<file path="src/rtl/fir_tap_window_8x16.sv">
// Sliding TAPS-deep delay line that presents the parallel tap window over valid/ready,
// emitting one registered window every DECIM accepted samples once the line is full.
module fir_tap_window_8x16 #(
  parameter int unsigned DATA_W = 16,
  parameter int unsigned TAPS   = 8,
  parameter int unsigned DECIM  = 1
) (
  input  logic                       clk,
  input  logic                       rst,
  input  logic                       in_valid,
  output logic                       in_ready,
  input  logic [DATA_W-1:0]          in_data,
  input  logic                       flush,
  output logic                       win_valid,
  input  logic                       win_ready,
  output logic [DATA_W*TAPS-1:0]     win_data,
  output logic [$clog2(TAPS+1)-1:0]  fill_count
);

  localparam int unsigned CntW   = $clog2(TAPS + 1);
  localparam int unsigned PhaseW = (DECIM > 1) ? $clog2(DECIM) : 1;

  typedef enum logic [0:0] {StFill, StRun} state_e;

  state_e                       state_q;
  logic [TAPS-1:0][DATA_W-1:0]  sr_q;
  logic [TAPS-1:0][DATA_W-1:0]  sr_shift;
  logic [CntW-1:0]              fill_q;
  logic [PhaseW-1:0]            phase_q;
  logic                         win_valid_q;
  logic [DATA_W*TAPS-1:0]       win_data_q;
  logic                         will_emit;
  logic                         accept;

  // sr[0] is the newest sample; a shift moves every slot one step toward the oldest tap.
  always_comb begin
    sr_shift = {sr_q[TAPS-2:0], in_data};
    if (state_q == StFill) begin
      will_emit = (fill_q == CntW'(TAPS - 1));
    end else begin
      will_emit = (phase_q == PhaseW'(DECIM - 1));
    end
  end

  // Only an emitting sample needs a free output slot; others are always taken.
  assign in_ready = !flush && (!will_emit || !win_valid_q || win_ready);
  assign accept   = in_valid && in_ready;

  always_ff @(posedge clk) begin
    if (rst) begin
      state_q     <= StFill;
      sr_q        <= '0;
      fill_q      <= '0;
      phase_q     <= '0;
      win_valid_q <= 1'b0;
      win_data_q  <= '0;
    end else if (flush) begin
      state_q     <= StFill;
      sr_q        <= '0;
      fill_q      <= '0;
      phase_q     <= '0;
      win_valid_q <= 1'b0;
    end else begin
      if (win_valid_q && win_ready) begin
        win_valid_q <= 1'b0;
      end
      if (accept) begin
        sr_q <= sr_shift;
        if (state_q == StFill) begin
          fill_q <= fill_q + 1'b1;
          if (will_emit) begin
            state_q <= StRun;
            phase_q <= '0;
          end
        end else begin
          phase_q <= will_emit ? '0 : phase_q + 1'b1;
        end
        if (will_emit) begin
          win_data_q  <= sr_shift;
          win_valid_q <= 1'b1;
        end
      end
    end
  end

  assign win_valid  = win_valid_q;
  assign win_data   = win_data_q;
  assign fill_count = fill_q;

endmodule

</file>
<file path="config.mk">
export PLATFORM = sky130hd
export DESIGN_NAME = fir_tap_window_8x16
export DESIGN_NICKNAME = d
export VERILOG_FILES = /design/src/rtl/fir_tap_window_8x16.sv
export SDC_FILE = /design/constraint.sdc
export NUM_CORES = 1
export LEC_CHECK = 0
export BUFFER_PORTS_ARGS = -buffer_cell sky130_fd_sc_hd__buf_2
export CAP_MARGIN = 20
export CORE_MARGIN = 1.5
export CORE_UTILIZATION = 35
export DETAILED_ROUTE_END_ITERATION = 12
export GPL_TIMING_DRIVEN = 0
export MAX_ROUTING_LAYER = met4
export PLACE_DENSITY = 0.53
export RECOVER_POWER = 50
export SYNTH_ARGS = -nofsm -noshare
export SYNTH_HDL_FRONTEND = slang
export SYNTH_SLANG_ARGS = --single-unit
</file>
<file path="constraint.sdc">
create_clock -name clk -period 1.71 [get_ports clk]
set_clock_uncertainty 0.05 [all_clocks]
set_input_delay 0.171 -clock clk [delete_from_list [all_inputs] [get_ports clk]]
set_output_delay 0.171 -clock clk [all_outputs]
set_load 0.05 [all_outputs]
</file>
==> qor.csv, run 1 <==
stage,metric,value,unit
place,port_buffers,154,
die,coreArea,24500,um2
timing,grt_setup_unrepaired,yes,
cts,root_buffer,clkbuf_16,
synthesis,ys_seq_area_share,55.9,%
hold_path,whs_endpoint,win_valid,
synthesis,async_flop_share,0,%
cts,clock_latency,0.52,ns
power,irDropWorstVdd,0.000584,V
synthesis,yosysTopAreaCell,dfxtp_1,
route,first_iter_violations,344,
place,place_area,10000,um2
hold_path,hold_path.class,primary input to register,
timing,period_needed,1.93,ns
setup_path,arrival,1.71,ns
cells_and_area,most-common-layout-cells,"365 x nand2_1, 242 x dfxtp_1, 120 x clkbuf_1, 113 x a21oi_1, 112 x mux2i_1",
route,vias,7174,
place,place_congestion,0.790,
synthesis,ys_types,32,
die,rows,57,
cts,cts_made_buffers,27,
cells_and_area,antennaDiodeCount,0,
timing,drv_slew,0,
grt,track_usage,18.7,%
power,p_total,0.0116,W
synthesis,syn_area,8840,um2
timing,final.setup.worst_slack,-0.223,ns
route,drt_first_pass_iters,5,
cells_and_area,area_growth,32.4,%
timing,finalSetupViolCount,175,
timing,fmax,517,MHz
cts,cts_buffer_depth,3,
timing,timing.final.hold_violations,0,
timing,slew-limit-headroom,43.0,%
cts,htreeDepth,1,
cts,tritoncts,done,
die,start_util,36.0,%
cts,path_clk_slew,0.06,ns
grt,grt_pass1_wl,37400,um
synthesis,yosys.area.top_type_share,55.9,%
synthesis,ys.flop_type,dfxtp_1,
outcome,outcome,"complete, but fails checks",
setup_path,path_max_fanout,2,
cells_and_area,drive_above_1_share,18.5,%
cells_and_area,fin_nets,1222,
synthesis,synth_area_leaders,"dfxtp_1 56%, nand2_1 16%, mux2i_1 13%",
cells_and_area,final_area,11700,um2
die,die_h,162,um
grt,grt_pass1_vias,6858,
synthesis,syn_nets,997,
setup_path,rr_worst_depth,9,
setup_path,r2r_end,win_data[107],
synthesis,syn_avg_cell_area,9.07,um2
hold_path,hold_depth,3,
cts,cts.sinks,247,
die,die_area,26200,um2
route,wl_per_cell,16.2,um
die,dieWidth,162,um
outcome,failed_checks,setup timing,
setup_path,r2r_start,fill_count[1],
hold_path,min_from,flush,
grt,grt_max_degree,13,
power,total_leakage_power,4.58,nW
synthesis,ys_ff_latch,247,
setup_path,end_kind,primary output,
route,wirelength,24900,um
timing,tightest_slew,0.856,ns
timing,final.setup.tns,-20.94,ns
cells_and_area,layout_commonest_cell,nand2_1,
setup_path,critPathRequiredTime,1.49,ns
synthesis,yosys_warnings,0,
setup_path,r2r_slack,-0.19,ns
route,postRouteAntennaNets,0,
route,viasPerCell,4.65,
setup_path,start_kind,register,
grt,antenna_found_initial,0,
power,power_density,992,nW/um2
die,num_io_pins,155,
place,hpwlAfterDp,17500,um
timing,fin_crit_sh,113,%
synthesis,synth-edff-count,0,
synthesis,postSynthCellCount,975,
grt,grt-ovfl-total,0,
setup_path,path_class,register to primary output,
run,cap_viol_max_count,0,
route,drc,0,
[worst max-delay path by stage]
stage                        from       endpoint  slack [ns]
finish              fill_count[1]       in_ready       -0.22
global route        fill_count[1]   win_data[42]       -0.27
CTS                 fill_count[1]       in_ready       -0.23
detailed placement  fill_count[0]   win_data[21]       -0.30
global placement            flush       sr_q[37]       -0.28
floorplan           fill_count[0]  win_data[100]        0.02
[final cells by class]
cell class              instances  area, um2
clock buffers                  44        749
flip-flops and latches        247       4960
fillers                      2485      12800
repair buffers                196       1270
multi-input cells             660       3690
plain buffers                  68        608
well taps                     324        405
clock inverters                 3       18.8
[power breakdown]
group / total, W / switching, W / internal, W
clock network: 0.00520 / 0.00223 / 0.00297
logic: 0.000626 / 0.000321 / 0.000305
registers: 0.00578 / 0.0000111 / 0.00577
[cells by family (layout without fill, tap and decap cells)]
group	count (synthesis)	count (layout)	share of synthesized area, %
AND/OR/NAND/NOR	404	404	17.8
flip-flops	247	247	55.9
AO/OA/AOI/OAI	142	142	8.47
multiplexers	112	112	12.7
buffers and inverters	68	311	4.94
adder cells (fa/ha/maj)	1	1	0.141
XOR/XNOR	1	1	0.0991
[critical path, stage by stage, from the launching register on]
cell      delay, ns
dfxtp_4        0.35
ha_4           0.15
and4bb_2       0.24
o21ai_1        0.13
nor2b_4        0.16
buf_6          0.16
[registers in the layout, summed over array words and instances (netlist names)]
| signal | cells |
|---|---|
| fill_count | 4 |
| phase_q | 1 |
| sr_q | 112 |
| state_q | 1 |
| win_data | 128 |
| win_valid | 1 |
[metal layers]
layer / vias to the layer above / wire length (um) / global-route usage, %
li1: 3661 / - / -
met5: - / 0 / -
met3: 36 / 1080 / 2.76
met2: 159 / 11500 / 29.9
met1: 3318 / 11900 / 25.0
met4: 0 / 460 / 4.46
[timing repair]
item                                    in CTS  in global routing
hold buffers                                18                  0
gates resized for setup                     28                 90
setup buffers                                5                  9
cloned                                       1                  9
pin swaps                                    2                 37
endpoints found under the hold margin       36                  0
endpoints found under the setup margin     201                241
[per-stage QoR]
step	setup WS [ns]	hold slack, ns	cells	utilization, %
after floorplan	0.0171	0.257	975	-
after global routing	-0.270	0.0739	1542	47.7
after CTS	-0.232	0.0514	1524	45.5
after detailed placement	-0.296	0.390	1453	40.9
final	-0.223	0.0664	1542	47.7
after global placement	-0.281	0.385	1453	40.9
[synth_stat cells, types with 2 or more instances]
library cell  number
a21oi_1          130
buf_6             19
nor2b_1            3
o211a_1            2
buf_4              4
buf_1              3
clkbuf_1          23
nor2_1             5
o21ai_0            3
dfxtp_1          247
nand2_1          386
mux2i_1          112
buf_2             19
No activity file was read; power rests on OpenSTA's default activity.
==> run 2, diff against run 1 <==
--- a/config.mk
+++ b/config.mk
@@ -14,6 +14,7 @@
 export MAX_ROUTING_LAYER = met4
 export PLACE_DENSITY = 0.53
 export RECOVER_POWER = 50
+export REMOVE_ABC_BUFFERS = 1
 export SYNTH_ARGS = -nofsm -noshare
 export SYNTH_HDL_FRONTEND = slang
 export SYNTH_SLANG_ARGS = --single-unit
==> qor.csv, run 2 (same netlist as run 1, synthesis figures left out) <==
stage,metric,value,unit
outcome,outcome,"complete, but fails checks",
outcome,failed_checks,setup timing,
route,viasPerCell,4.85,
die,die_h,162,um
timing,fmax,522,MHz
setup_path,start_kind,register,
timing,final.setup.tns,-17.96,ns
cts,htreeDepth,1,
cells_and_area,drive_above_1_share,36.1,%
setup_path,r2r_slack,-0.19,ns
place,port_buffers,154,
cts,cts.sinks,247,
grt,grt_pass1_wl,36500,um
die,coreArea,24500,um2
die,start_util,36.0,%
setup_path,arrival,1.70,ns
cells_and_area,most-common-layout-cells,"306 x nand2_1, 243 x dfxtp_1, 152 x buf_2, 112 x mux2i_1, 76 x a21oi_1",
setup_path,crit_family,simple AND/OR/NAND/NOR gates,
hold_path,whs_endpoint,phase_q,
place,place_congestion,0.702,
setup_path,path_cells,ha_4 > and4bb_4 > o21ai_2 > nor2b_4 > buf_6,
die,num_io_pins,155,
route,wirelength,28100,um
cts,path_clk_slew,0.06,ns
cells_and_area,largest_reg_flops,128,
cts,clock_latency,0.53,ns
route,wl_per_cell,18.2,um
route,vias,7476,
place,hpwlAfterDp,12200,um
setup_path,path_class,register to primary output,
grt,grt-ovfl-total,0,
power,total_leakage_power,5.57,nW
route,drt_first_pass_iters,4,
hold_path,hold_path.class,primary input to register,
route,postRouteAntennaNets,0,
power,power_density,934,nW/um2
die,dieWidth,162,um
timing,timing.final.hold_violations,0,
timing,slew-limit-headroom,36.4,%
setup_path,r2r_end,win_data[91],
run,cap_viol_max_count,0,
setup_path,r2r_start,fill_count[0],
setup_path,rr_worst_depth,9,
grt,grt_pass1_vias,6664,
setup_path,critPathRequiredTime,1.49,ns
grt,grt_use_met3,2.78,%
cells_and_area,layout_commonest_cell,nand2_1,
cts,cts_made_buffers,28,
cts,tritoncts,done,
grt,busiest_layer,met2,
grt,grt_max_degree,84,
cts,cts_buffer_depth,3,
cts,root_buffer,clkbuf_16,
setup_path,cpMaxStageDelayCell,dfxtp_4,
setup_path,crit_buf_inv,1,
timing,final.setup.worst_slack,-0.207,ns
hold_path,min_from,rst,
setup_path,end_kind,primary output,
route,drc,0,
timing,grt_setup_unrepaired,yes,
route,first_iter_violations,366,
timing,drv_slew,0,
grt,track_usage,18.0,%
grt,use_met2,29.0,%
timing,period_needed,1.92,ns
setup_path,crit_path_max_incr_delay,0.35,ns
die,die_area,26200,um2
grt,antenna_found_initial,0,
cells_and_area,antennaDiodeCount,0,
die,rows,57,
place,pre_cts_ws,-0.727,ns
hold_path,hold_depth,3,
timing,fin_crit_sh,112,%
power,irDropWorstVdd,0.000787,V
timing,finalSetupViolCount,206,
setup_path,path_max_fanout,4,
grt,grt_use_met1,23.2,%
cells_and_area,fin_nets,1223,
timing,tightest_slew,0.950,ns
cells_and_area,area_growth,47.2,%
-- run 2: area by class of cell --
| cell class | count | area, um2 |
|---|---|---|
| clock buffers | 42 | 845 |
| clock inverters | 6 | 32.5 |
| fillers | 2262 | 11500 |
| multi-input cells | 666 | 4100 |
| flip-flops and latches | 247 | 4950 |
| well taps | 324 | 405 |
| repair buffers | 258 | 2680 |
-- run 2: per-stage QoR --
step	cells	hold slack, ns	utilization, %	cell area (um2)	power [W]
after global routing	1543	0.0358	53.1	13000	0.0126
after global placement	1385	0.376	39.1	9580	0.00639
after floorplan	907	0.190	-	8410	0.00621
after CTS	1499	0.0257	47.4	11600	0.0121
after detailed placement	1400	0.382	40.6	9970	0.00636
final	1543	0.0346	53.1	13000	0.0122
-- run 2: worst register-to-register path, stage by stage, from the launching register on --
cell	delay, ns
dfxtp_4	0.35
ha_4	0.16
and4bb_4	0.21
buf_4	0.13
o211a_4	0.30
buf_12	0.18
buf_12	0.14
buf_16	0.13
nand2_1	0.06
a21oi_1	0.05
-- run 2: metal layers --
metal	wire [um]	part of all wire [%]
met5	0	0
met4	567	2.0
met3	1460	5.2
met2	13200	47
met1	13000	46
-- run 2: power by group --
group          switching [W]  total [W]  internal [W]
combinational       0.000359   0.000702      0.000343
clock                0.00231    0.00568       0.00337
sequential         0.0000108    0.00578       0.00577
total                0.00268     0.0122       0.00949
-- run 2: what timing repair did --
item / in CTS / in global routing
pin swaps: 7 / 94
buffers inserted: 22 / 15
endpoints found under the hold margin: 66 / 0
hold buffers: 19 / 0
resized for setup: 47 / 182
gates cloned: 14 / 34
setup endpoints to repair: 242 / 235
-- run 2: worst max-delay path by stage --
stage | from | to | slack [ns] | depth (start not counted)
after floorplan | fill_count[0] | sr_q[0] | -4.57 | 4
after global placement | rst | sr_q[6] | -7.81 | 4
after detailed placement | fill_count[0] | win_data[26] | -0.73 | 6
after CTS | fill_count[1] | in_ready | -0.23 | 5
final | fill_count[0] | in_ready | -0.21 | 5
after global routing | fill_count[0] | in_ready | -0.27 | 5
